[src/rtl/aes_model_pack.sv]
// Shared types and constants for the AES key/sync loader slice.
package aes_model_pack;

   localparam int unsigned CFG_WIDTH = 32;
   localparam int unsigned CFG_WORDS = 8;

   typedef logic [127:0] data_block;

   typedef enum logic {
      ASM_COLLECT,
      ASM_DRAIN
   } asm_state_t;

   typedef enum logic {
      OUT_EMPTY,
      OUT_HOLD
   } out_state_t;

endpackage

[src/rtl/aes_key_sync_loader_if.sv]
// Bus interfaces: Avalon-ST style config stream and valid/ready key/sync output.
interface avalon_st_if;
   import aes_model_pack::*;

   logic [CFG_WIDTH-1:0] data;
   logic                 valid;
   logic                 rdy;
   logic                 sop;
   logic                 eop;
   logic [1:0]           empty;

   modport master (output data, valid, sop, eop, empty, input rdy);
   modport slave  (input data, valid, sop, eop, empty, output rdy);
endinterface

interface dvr_key_if;
   import aes_model_pack::*;

   data_block key;
   data_block sync;
   logic      valid;
   logic      rdy;

   modport master (output key, sync, valid, input rdy);
   modport slave  (input key, sync, valid, output rdy);
endinterface

[src/rtl/aes_cfg_assembler.sv]
// Assembles config beats into a staged key/sync pair and flags malformed packets.
module aes_cfg_assembler
   import aes_model_pack::*;
#(
   parameter int unsigned CFG_WIDTH = 32,
   parameter int unsigned CFG_WORDS = 8
) (
   input  logic                 clk,
   input  logic                 rst,
   input  logic                 beat_vld,
   input  logic [CFG_WIDTH-1:0] beat_data,
   input  logic                 beat_sop,
   input  logic                 beat_eop,
   output data_block            stage_key,
   output data_block            stage_sync,
   output logic                 commit,
   output logic                 err
);

   localparam int unsigned KW    = CFG_WORDS / 2;
   localparam int unsigned CNT_W = $clog2(CFG_WORDS);

   asm_state_t       state, state_nxt;
   logic [CNT_W-1:0] word_cnt, cnt_nxt;
   logic [CNT_W-1:0] word_idx;
   logic             at_last;
   logic             collect_beat;
   logic             err_set;
   data_block        key_q, sync_q;

   // A sop beat always lands in word 0, whatever the count was.
   assign word_idx = beat_sop ? '0 : word_cnt;
   assign at_last  = (word_idx == CNT_W'(CFG_WORDS - 1));

   // State register and word counter.
   always_ff @(posedge clk or negedge rst) begin
      if (!rst) begin
         state    <= ASM_COLLECT;
         word_cnt <= '0;
      end else begin
         state    <= state_nxt;
         word_cnt <= cnt_nxt;
      end
   end

   // Next-state and next-count decode on each accepted beat.
   always_comb begin
      state_nxt = state;
      cnt_nxt   = word_cnt;
      if (beat_vld) begin
         unique case (state)
            ASM_COLLECT: begin
               if (beat_eop) begin
                  cnt_nxt = '0;
               end else if (at_last) begin
                  state_nxt = ASM_DRAIN;
                  cnt_nxt   = '0;
               end else begin
                  cnt_nxt = word_idx + 1'b1;
               end
            end
            ASM_DRAIN: begin
               if (beat_eop) begin
                  state_nxt = ASM_COLLECT;
                  cnt_nxt   = '0;
               end
            end
            default: begin
               state_nxt = ASM_COLLECT;
               cnt_nxt   = '0;
            end
         endcase
      end
   end

   // Output decode: commit on a well-formed last beat, error on any framing fault.
   always_comb begin
      collect_beat = beat_vld && (state == ASM_COLLECT);
      commit       = collect_beat && beat_eop && at_last;
      err_set      = collect_beat &&
                     ((beat_sop && (word_cnt != '0)) ||
                      (beat_eop && !at_last) ||
                      (!beat_eop && at_last));
   end

   // Error pulse register.
   always_ff @(posedge clk or negedge rst) begin
      if (!rst) err <= 1'b0;
      else      err <= err_set;
   end

   // Staging registers, MSB word first; only COLLECT beats are stored.
   always_ff @(posedge clk or negedge rst) begin
      if (!rst) begin
         key_q  <= '0;
         sync_q <= '0;
      end else if (collect_beat) begin
         for (int unsigned i = 0; i < KW; i++) begin
            if (word_idx == CNT_W'(i))
               key_q[(KW-i)*CFG_WIDTH-1 -: CFG_WIDTH] <= beat_data;
            if (word_idx == CNT_W'(KW + i))
               sync_q[(KW-i)*CFG_WIDTH-1 -: CFG_WIDTH] <= beat_data;
         end
      end
   end

   // The final sync word arrives with the commit beat, so it bypasses staging.
   assign stage_key  = key_q;
   assign stage_sync = commit ? {sync_q[127:CFG_WIDTH], beat_data} : sync_q;

endmodule

[src/rtl/aes_key_sync_loader.sv]
// Loads key/sync pairs from config packets and offers them with auto-incrementing sync.
module aes_key_sync_loader
   import aes_model_pack::*;
#(
   parameter int unsigned CFG_WIDTH = 32,
   parameter int unsigned CFG_WORDS = 8
) (
   input  logic         clk,
   input  logic         rst,
   avalon_st_if.slave   cfg_in,
   dvr_key_if.master    key_and_sync,
   input  logic         key_clear,
   output logic         cfg_err,
   output logic         sync_wrap
);

   out_state_t   state, state_nxt;
   logic         out_valid;
   logic         hs;
   logic         cfg_beat;
   logic         commit;
   data_block    stage_key, stage_sync;
   data_block    key_q, sync_q;
   logic [128:0] sync_sum;
   logic         wrap_q;
   logic         cfg_empty_unused;

   // Every config beat is a full word, so empty carries no information.
   assign cfg_empty_unused = ^cfg_in.empty;

   // Ready follows reset directly: low while held in reset, high every cycle after.
   assign cfg_in.rdy = rst;
   assign cfg_beat   = cfg_in.valid & cfg_in.rdy;

   aes_cfg_assembler #(
      .CFG_WIDTH (CFG_WIDTH),
      .CFG_WORDS (CFG_WORDS)
   ) u_asm (
      .clk        (clk),
      .rst        (rst),
      .beat_vld   (cfg_beat),
      .beat_data  (cfg_in.data),
      .beat_sop   (cfg_in.sop),
      .beat_eop   (cfg_in.eop),
      .stage_key  (stage_key),
      .stage_sync (stage_sync),
      .commit     (commit),
      .err        (cfg_err)
   );

   assign hs       = out_valid & key_and_sync.rdy;
   assign sync_sum = {1'b0, sync_q} + 129'd1;

   // Output FSM state register.
   always_ff @(posedge clk or negedge rst) begin
      if (!rst) state <= OUT_EMPTY;
      else      state <= state_nxt;
   end

   // Output FSM next state: clear beats commit.
   always_comb begin
      state_nxt = state;
      if (key_clear)   state_nxt = OUT_EMPTY;
      else if (commit) state_nxt = OUT_HOLD;
   end

   // Output FSM decode: valid comes from state only, never from rdy.
   always_comb begin
      out_valid = (state == OUT_HOLD);
   end

   // Held pair: clear over commit over increment; a same-cycle handshake
   // consumes the old pair, so a fresh commit is presented unincremented.
   always_ff @(posedge clk or negedge rst) begin
      if (!rst) begin
         key_q  <= '0;
         sync_q <= '0;
         wrap_q <= 1'b0;
      end else begin
         wrap_q <= 1'b0;
         if (key_clear) begin
            key_q  <= '0;
            sync_q <= '0;
         end else if (commit) begin
            key_q  <= stage_key;
            sync_q <= stage_sync;
         end else if (hs) begin
            sync_q <= sync_sum[127:0];
            wrap_q <= sync_sum[128];
         end
      end
   end

   assign key_and_sync.key   = key_q;
   assign key_and_sync.sync  = sync_q;
   assign key_and_sync.valid = out_valid;
   assign sync_wrap          = wrap_q;

endmodule

[src/flat_wrapper.sv]
// flat-port wrapper written by rule: the top's interface ports become plain ports
module aes_key_sync_loader_flat import aes_model_pack::*;
#(
   parameter int unsigned CFG_WIDTH = 32,
   parameter int unsigned CFG_WORDS = 8
)
  (clk, rst, key_clear, cfg_err, sync_wrap, cfg_in_data, cfg_in_valid, cfg_in_sop, cfg_in_eop, cfg_in_empty, cfg_in_rdy, key_and_sync_key, key_and_sync_sync, key_and_sync_valid, key_and_sync_rdy);
  avalon_st_if cfg_in_i ();
  dvr_key_if key_and_sync_i ();
  input  logic clk;
  input  logic rst;
  input  logic key_clear;
  output logic cfg_err;
  output logic sync_wrap;
  input wire logic [$bits(cfg_in_i.data)-1:0] cfg_in_data;
  input wire logic [$bits(cfg_in_i.valid)-1:0] cfg_in_valid;
  input wire logic [$bits(cfg_in_i.sop)-1:0] cfg_in_sop;
  input wire logic [$bits(cfg_in_i.eop)-1:0] cfg_in_eop;
  input wire logic [$bits(cfg_in_i.empty)-1:0] cfg_in_empty;
  output wire logic [$bits(cfg_in_i.rdy)-1:0] cfg_in_rdy;
  output wire logic [$bits(key_and_sync_i.key)-1:0] key_and_sync_key;
  output wire logic [$bits(key_and_sync_i.sync)-1:0] key_and_sync_sync;
  output wire logic [$bits(key_and_sync_i.valid)-1:0] key_and_sync_valid;
  input wire logic [$bits(key_and_sync_i.rdy)-1:0] key_and_sync_rdy;
  assign cfg_in_i.data = cfg_in_data;
  assign cfg_in_i.valid = cfg_in_valid;
  assign cfg_in_i.sop = cfg_in_sop;
  assign cfg_in_i.eop = cfg_in_eop;
  assign cfg_in_i.empty = cfg_in_empty;
  assign cfg_in_rdy = cfg_in_i.rdy;
  assign key_and_sync_key = key_and_sync_i.key;
  assign key_and_sync_sync = key_and_sync_i.sync;
  assign key_and_sync_valid = key_and_sync_i.valid;
  assign key_and_sync_i.rdy = key_and_sync_rdy;
  aes_key_sync_loader #(.CFG_WIDTH(CFG_WIDTH), .CFG_WORDS(CFG_WORDS)) u_core (.clk(clk), .rst(rst), .cfg_in(cfg_in_i), .key_and_sync(key_and_sync_i), .key_clear(key_clear), .cfg_err(cfg_err), .sync_wrap(sync_wrap));
endmodule
[config.mk]
export PLATFORM = sky130hd
export DESIGN_NAME = aes_key_sync_loader_flat
export DESIGN_NICKNAME = d
export VERILOG_FILES = /design/src/rtl/aes_model_pack.sv /design/src/rtl/aes_key_sync_loader_if.sv /design/src/rtl/aes_cfg_assembler.sv /design/src/rtl/aes_key_sync_loader.sv /design/src/flat_wrapper.sv
export SDC_FILE = /design/constraint.sdc
export NUM_CORES = 1
export LEC_CHECK = 0
export ABC_AREA = 1
export CORE_ASPECT_RATIO = 1.2
export CORE_MARGIN = 4
export CORE_UTILIZATION = 43
export CTS_CLUSTER_DIAMETER = 120
export DETAILED_ROUTE_END_ITERATION = 16
export GPL_TIMING_DRIVEN = 0
export PLACE_DENSITY_LB_ADDON = 0.1
export SYNTH_ARGS = -nofsm -noshare
export SYNTH_HDL_FRONTEND = slang
export SYNTH_SLANG_ARGS = --single-unit
[constraint.sdc]
create_clock -name clk -period 4.1 [get_ports clk]
set_input_delay 0.41 -clock clk [delete_from_list [all_inputs] [get_ports clk]]
set_output_delay 0.41 -clock clk [all_outputs]
set_load 0.01 [all_outputs]
**Word level (Yosys, flattened, before mapping)**

Cells that the tools add are included.

- $add $sub $neg: 2
- Eq/ne operators: 8
- Multiplexer cells: 19
- Bitwise logic cells: 3
- Reductions and logical operators: 23

Operators by type and width:

| cell | count |
|---|---|
| 128-bit 2-to-1 mux | 5 |
| 128-bit by 1-bit adder with 129-bit output (second input constant) | 1 |
| 2-bit AND reduction | 8 |
| 3-bit equality test (second input constant) | 4 |
| 3-bit 2-to-1 mux | 4 |
| 1-bit 2-to-1 mux | 8 |
| 1-bit logical AND | 7 |
| 3-bit by 2-bit equality test with 1-bit output (second input constant) | 2 |
| 3-bit one-hot mux with 2 select lines | 1 |
| 3-bit nonzero test | 2 |
| 3-bit by 1-bit adder with 3-bit output (second input constant) | 1 |
| 3-bit by 1-bit equality test with 1-bit output (second input constant) | 1 |
| 3-bit zero test | 1 |
| 1-bit bitwise AND | 2 |
| 1-bit zero test | 2 |
| 1-bit logical OR | 2 |
| 2-bit != test (second input constant) | 1 |
| 1-bit one-hot mux with 2 select lines | 1 |
| 2-bit nonzero test | 1 |
| 1-bit NOT | 1 |

- Flip-flop bits (word level): 487
- Bits of input ports: 41
- Logic and storage cells: 69

**Depth between registers and ports, before layout**

- Depth in word-level cells: 7
- Mapped depth: 14

**Hierarchy**

Synthesis repeated with hierarchy kept, for this count alone.

- Cells, all modules: 3919
- Area total of the unflattened synthesis: 27635.3 um^2

By module, submodules not included:

| module | instances | cells an instance | area an instance (um^2) | sequential area each (um^2) |
|---|---|---|---|---|
| aes_key_sync_loader | 1 | 2584 | 16363.2 | 6456.2 |
| aes_cfg_assembler | 1 | 1335 | 11272.1 | 6531.3 |

**Worst setup path after synthesis**

Ideal clock, no wire load.

- Path type: in2reg
- Start: input port cfg_in_sop
- End: register u_core.sync_q[12], in the netlist u_core.key_and_sync.sync[12]
- Library setup time: 0.066 ns
- Arrival: 1.991 ns
- Setup slack: 2.044 ns
- Stages on the path: 13
- Cell sequence: nor2_1 -> ha_1 -> ha_1 -> nand2_1 -> nor2_4 -> nor2_4 -> nand2_4 -> nand2_2 -> buf_2 -> buf_2 -> a21oi_1 -> o21ai_0 -> nand2_1

- Word-level cells in the longest chain between the ends: 5
- Elaborated cells between the ends (all ways): 6

Ends and longest elaborated chain:

| what | line | RTL |
|---|---|---|
| start: declaration | flat_wrapper.sv:17 | `input wire logic [$bits(cfg_in_i.sop)-1:0] cfg_in_sop;` |
| 3-bit 2-to-1 mux (*) | aes_cfg_assembler.sv:32 | `assign word_idx = beat_sop ? '0 : word_cnt;` |
| 3-bit equality test (*) | n/a |  |
| 1-bit logical AND (*) | aes_cfg_assembler.sv:79 | `commit = collect_beat && beat_eop && at_last;` |
| 128-bit 2-to-1 mux | aes_key_sync_loader.sv:84 | `end else if (commit) begin` |
| 128-bit 2-to-1 mux | aes_key_sync_loader.sv:81 | `if (key_clear) begin` |
| end signal: assignment | aes_key_sync_loader.sv:86 | `sync_q <= stage_sync;` |
| end signal: assignment | aes_key_sync_loader.sv:88 | `sync_q <= sync_sum[127:0];` |
| end: declaration | aes_key_sync_loader.sv:23 | `data_block key_q, sync_q;` |

Every way passes the cells marked *; elsewhere a longest branch is shown, timed or not.
A chain may end at the register's enable or synchronous reset.

**Final worst setup path**

- Start: input port rst
- End: register u_core.sync_q[65], in the netlist u_core.key_and_sync.sync[65]

- Word-level cells in the longest chain between the ends: 6
- Elaborated cells between the ends (all ways): 7

Ends and longest elaborated chain:

| what | line | RTL |
|---|---|---|
| start: declaration | flat_wrapper.sv:11 | `input logic rst;` |
| 1-bit bitwise AND (*) | aes_key_sync_loader.sv:33 | `assign cfg_beat = cfg_in.valid & cfg_in.rdy;` |
| 1-bit logical AND (*) | aes_cfg_assembler.sv:78 | `collect_beat = beat_vld && (state == ASM_COLLECT);` |
| 1-bit logical AND (*) (2 in a row) | aes_cfg_assembler.sv:79 |  |
| 128-bit 2-to-1 mux | aes_key_sync_loader.sv:84 |  |
| 128-bit 2-to-1 mux | aes_key_sync_loader.sv:81 |  |

Marked as above.

==> summary.txt <==
Timing
  • Max Freq: 296 MHz
  • Setup violators final: 0
  • Final min period: 3.38 ns
  • Max Slew Vio Count: 0
  • Post-route setup slack: approximately 0.72 ns
  • Final hold violations: 0
  • RSZ-0062 raised after global routing: false
  • Hold WS: 0.278 ns
  • Max Clock Skew: 0.0162 ns
  • Period utilization: 82.4%
  • Actual slew at the worst max-slew pin: about 1.1 ns
  • Setup TNS: 0 ns
  • Slew Limit Headroom: 26.0%

Clock tree
  • Later-pin clock latency in the skew report: 0.61 ns
  • PostCTS Resize Cnt: 0
  • CTS Root Buffer Type: clkbuf_16
  • CTS Buf Count: 51
  • Clock Sinks: 487
  • Clk slew on worst S/H paths: around 0.06 ns
  • Clock Tree Buf Depth: 3
  • H-tree levels: 2
  • CTS tree: built

Die
  • Die Area: 60100 sq um
  • Core area: 55300 sq um
  • Die width: 224 microns
  • FP Rows: 94
  • Ports: 301
  • Height of the die: 268 microns
  • Starting density of the core: between 40% and 50%

Synthesis
  • Async SR Flop Fraction: 100%
  • Post-synth EDFFs: 0
  • Yosys reg bits: 487
  • Post-synthesis sequential area ratio: between 50% and 60%
  • Yosys top cell by area: dfrtp_1
  • Most frequent cell after synthesis: nand2_1
  • Commonest cells post-synth: 1247 x nand2_1, 492 x nor2_1, 487 x dfrtp_1
  • Ranking of synthesized cells by area: dfrtp_1 50%, nand2_1 19%, nor2_1 7.6%, o21ai_0 6.9%, nand3_1 5.6%
  • Synthesis warning total: 0
  • Post-synthesis net count: ~3400
  • Yosys cell types: 31
  • Synthesized cell area: 24200 sq um
  • Synth top area share: 50.4%
  • Synth Flop Type: dfrtp_1
  • Mapped Avg Cell Area: roughly 7.3 sq um
  • Cells after Synth: between 3000 and 4000

Place
  • Area after DPL: 28200 sq um
  • IO Port Bufs: approximately 300
  • Hpwl dp: 79700 microns
  • DP Worst Slack: 0.605 ns
  • Global placement routability congestion: about 1.0

Route
  • WL/cell: 23.4 microns
  • DR pass1 iterations: 6
  • Vias: 23900
  • Remaining antenna violation count: 0
  • Final wirelength: 103000 microns
  • Vias per cell: 5.40
  • Initial drt markers: 2298
  • Residual DRC count: 0

Setup path
  • Crit path kind: input pin to flop
  • CP startpoint kind: input pin
  • Largest fanout on the critical path: 94
  • Worst Setup End Kind: flop
  • Crit path DAT: 3.86 ns
  • Worst endpoint required time: between 4 and 5 ns

Cells and area
  • Nets@finish: 3712
  • Layout cells sized above 1: 4.70%
  • Area grow syn2layout: 23.7%
  • Fillers: 5393
  • Final Instance Area: 29900 sq um

Power
  • Leak: 13.6 nW
  • Total power: approximately 11 mW
  • Peak VDD IR: 0.000325 V
  • PwrDens: approximately 370 nW/um^2

GRT
  • Initial antenna violation count: 3
  • Largest net degree at the start of global routing: between 100 and 150
  • Vias in the first global route: 23300
  • GRT Total Usage: 33.8%
  • GRT Residual Overflow: 0
  • Global-route wire length before repair: 151000 microns

Flow run
  • Max_cap viols: 0

Status
  • Run status: finished clean

Min path
  • Worst hold-check path type: input pin to async pin
## cells by family after synthesis
kind of cell,after synthesis,synth area share [%]
and+or+nand+nor,2087,35.1
AOI/OAI and AO/OA,376,7.89
xor gates and xnor gates,29,1.05
DFF,487,50.4
buffers and inverters,322,5.15
adders and majority gates,7,0.362
## path summary, 6_finish.rpt
check,from,end,slack (ns),depth (start not counted)
worst max-delay path,rst,u_core.key_and_sync.sync[65],0.72,12
worst min-delay path,rst,u_core.key_and_sync.key[72],0.28,2
worst min register to register,u_core.key_and_sync.key[89],u_core.key_and_sync.key[89],0.47,2
max in group asynchronous,rst,u_core.sync_wrap,2.39,4
min in group clk,u_core.key_and_sync.key[89],u_core.key_and_sync.key[89],0.47,2
worst max register to register,u_core.u_asm.word_cnt[0],u_core.key_and_sync.sync[65],1.04,11
## state kept, by name (all words and copies together), names as in the netlist
register / count
u_core.key_and_sync.valid: 1
u_core.sync_wrap: 1
u_core.key_and_sync.key: 128
u_core.u_asm.sync_q: 96
u_core.u_asm.word_cnt: 3
u_core.key_and_sync.sync: 128
u_core.u_asm.stage_key: 128
u_core.u_asm.state: 1
u_core.u_asm.err: 1
## stage by stage
step | std cells | util [%]
final | 4423 | 54.1
after global routing | 4423 | 54.1
after CTS | 4422 | 54.1
after detailed placement | 4330 | 51.0
after global placement | 4326 | 50.8
after floorplan | 3308 | -
## routing by layer
| layer | GRT usage [%] | vias up | wire length [microns] |
|---|---|---|---|
| li1 | - | 11200 | - |
| met1 | 43.2 | 11500 | 40900 |
| met2 | 56.3 | 1002 | 49000 |
| met3 | 4.65 | 228 | 7140 |
| met4 | 17.3 | 4 | 6320 |
| met5 | 0 | - | 27 |
## critical path, stage by stage
cell,delay [ns]
dlygate4sd3_1,0.57
buf_8,0.27
buf_16,0.40
nand2_1,0.20
inv_1,0.14
nand2_1,0.14
nor2_4,0.26
inv_1,0.12
buf_2,0.21
o21ai_0,0.76
o21bai_1,0.22
nand2_1,0.06
## cell type report
type                            instances  area [sq um]  area share [%]
Tap cell                              720           901            3.01
Antenna cell                            1          2.50         0.00837
Clock inverter                         23           275           0.921
Timing Repair Buffer                  303          3110            10.4
Sequential cell                       487         12200            40.8
Clock buffer                           68          1440            4.82
Multi-Input combinational cell       2499         10700            35.9
Buffer                                139           558            1.87
Inverter                              183           687            2.30
## where the power goes
group	internal [mW]	switching [mW]	leakage, nW	total [mW]
clock	2.78	2.03	0.849	4.81
combinational	0.268	0.604	6.11	0.871
sequential	5.25	0.268	6.67	5.52
total	8.30	2.90	13.6	11.2
## cells in the final DEF (no fill, tap or decap), types with 21 or more instances in the layout
| cell type | instances |
|---|---|
| inv_1 | 178 |
| nor2_1 | 492 |
| clkdlybuf4s50_1 | 297 |
| dfrtp_1 | 487 |
| xor2_1 | 28 |
| clkbuf_16 | 51 |
| buf_2 | 26 |
| nor2_2 | 21 |
| a21oi_1 | 22 |
| o21ai_0 | 333 |
| nand3_1 | 271 |
| nand2_1 | 1247 |
| clkbuf_1 | 106 |
## what timing repair did
item	CTS	global route
setup buffers	0	0
hold buffers	1	0
hold endpoints to repair	27	0
No activity file was read; power rests on OpenSTA's default activity.
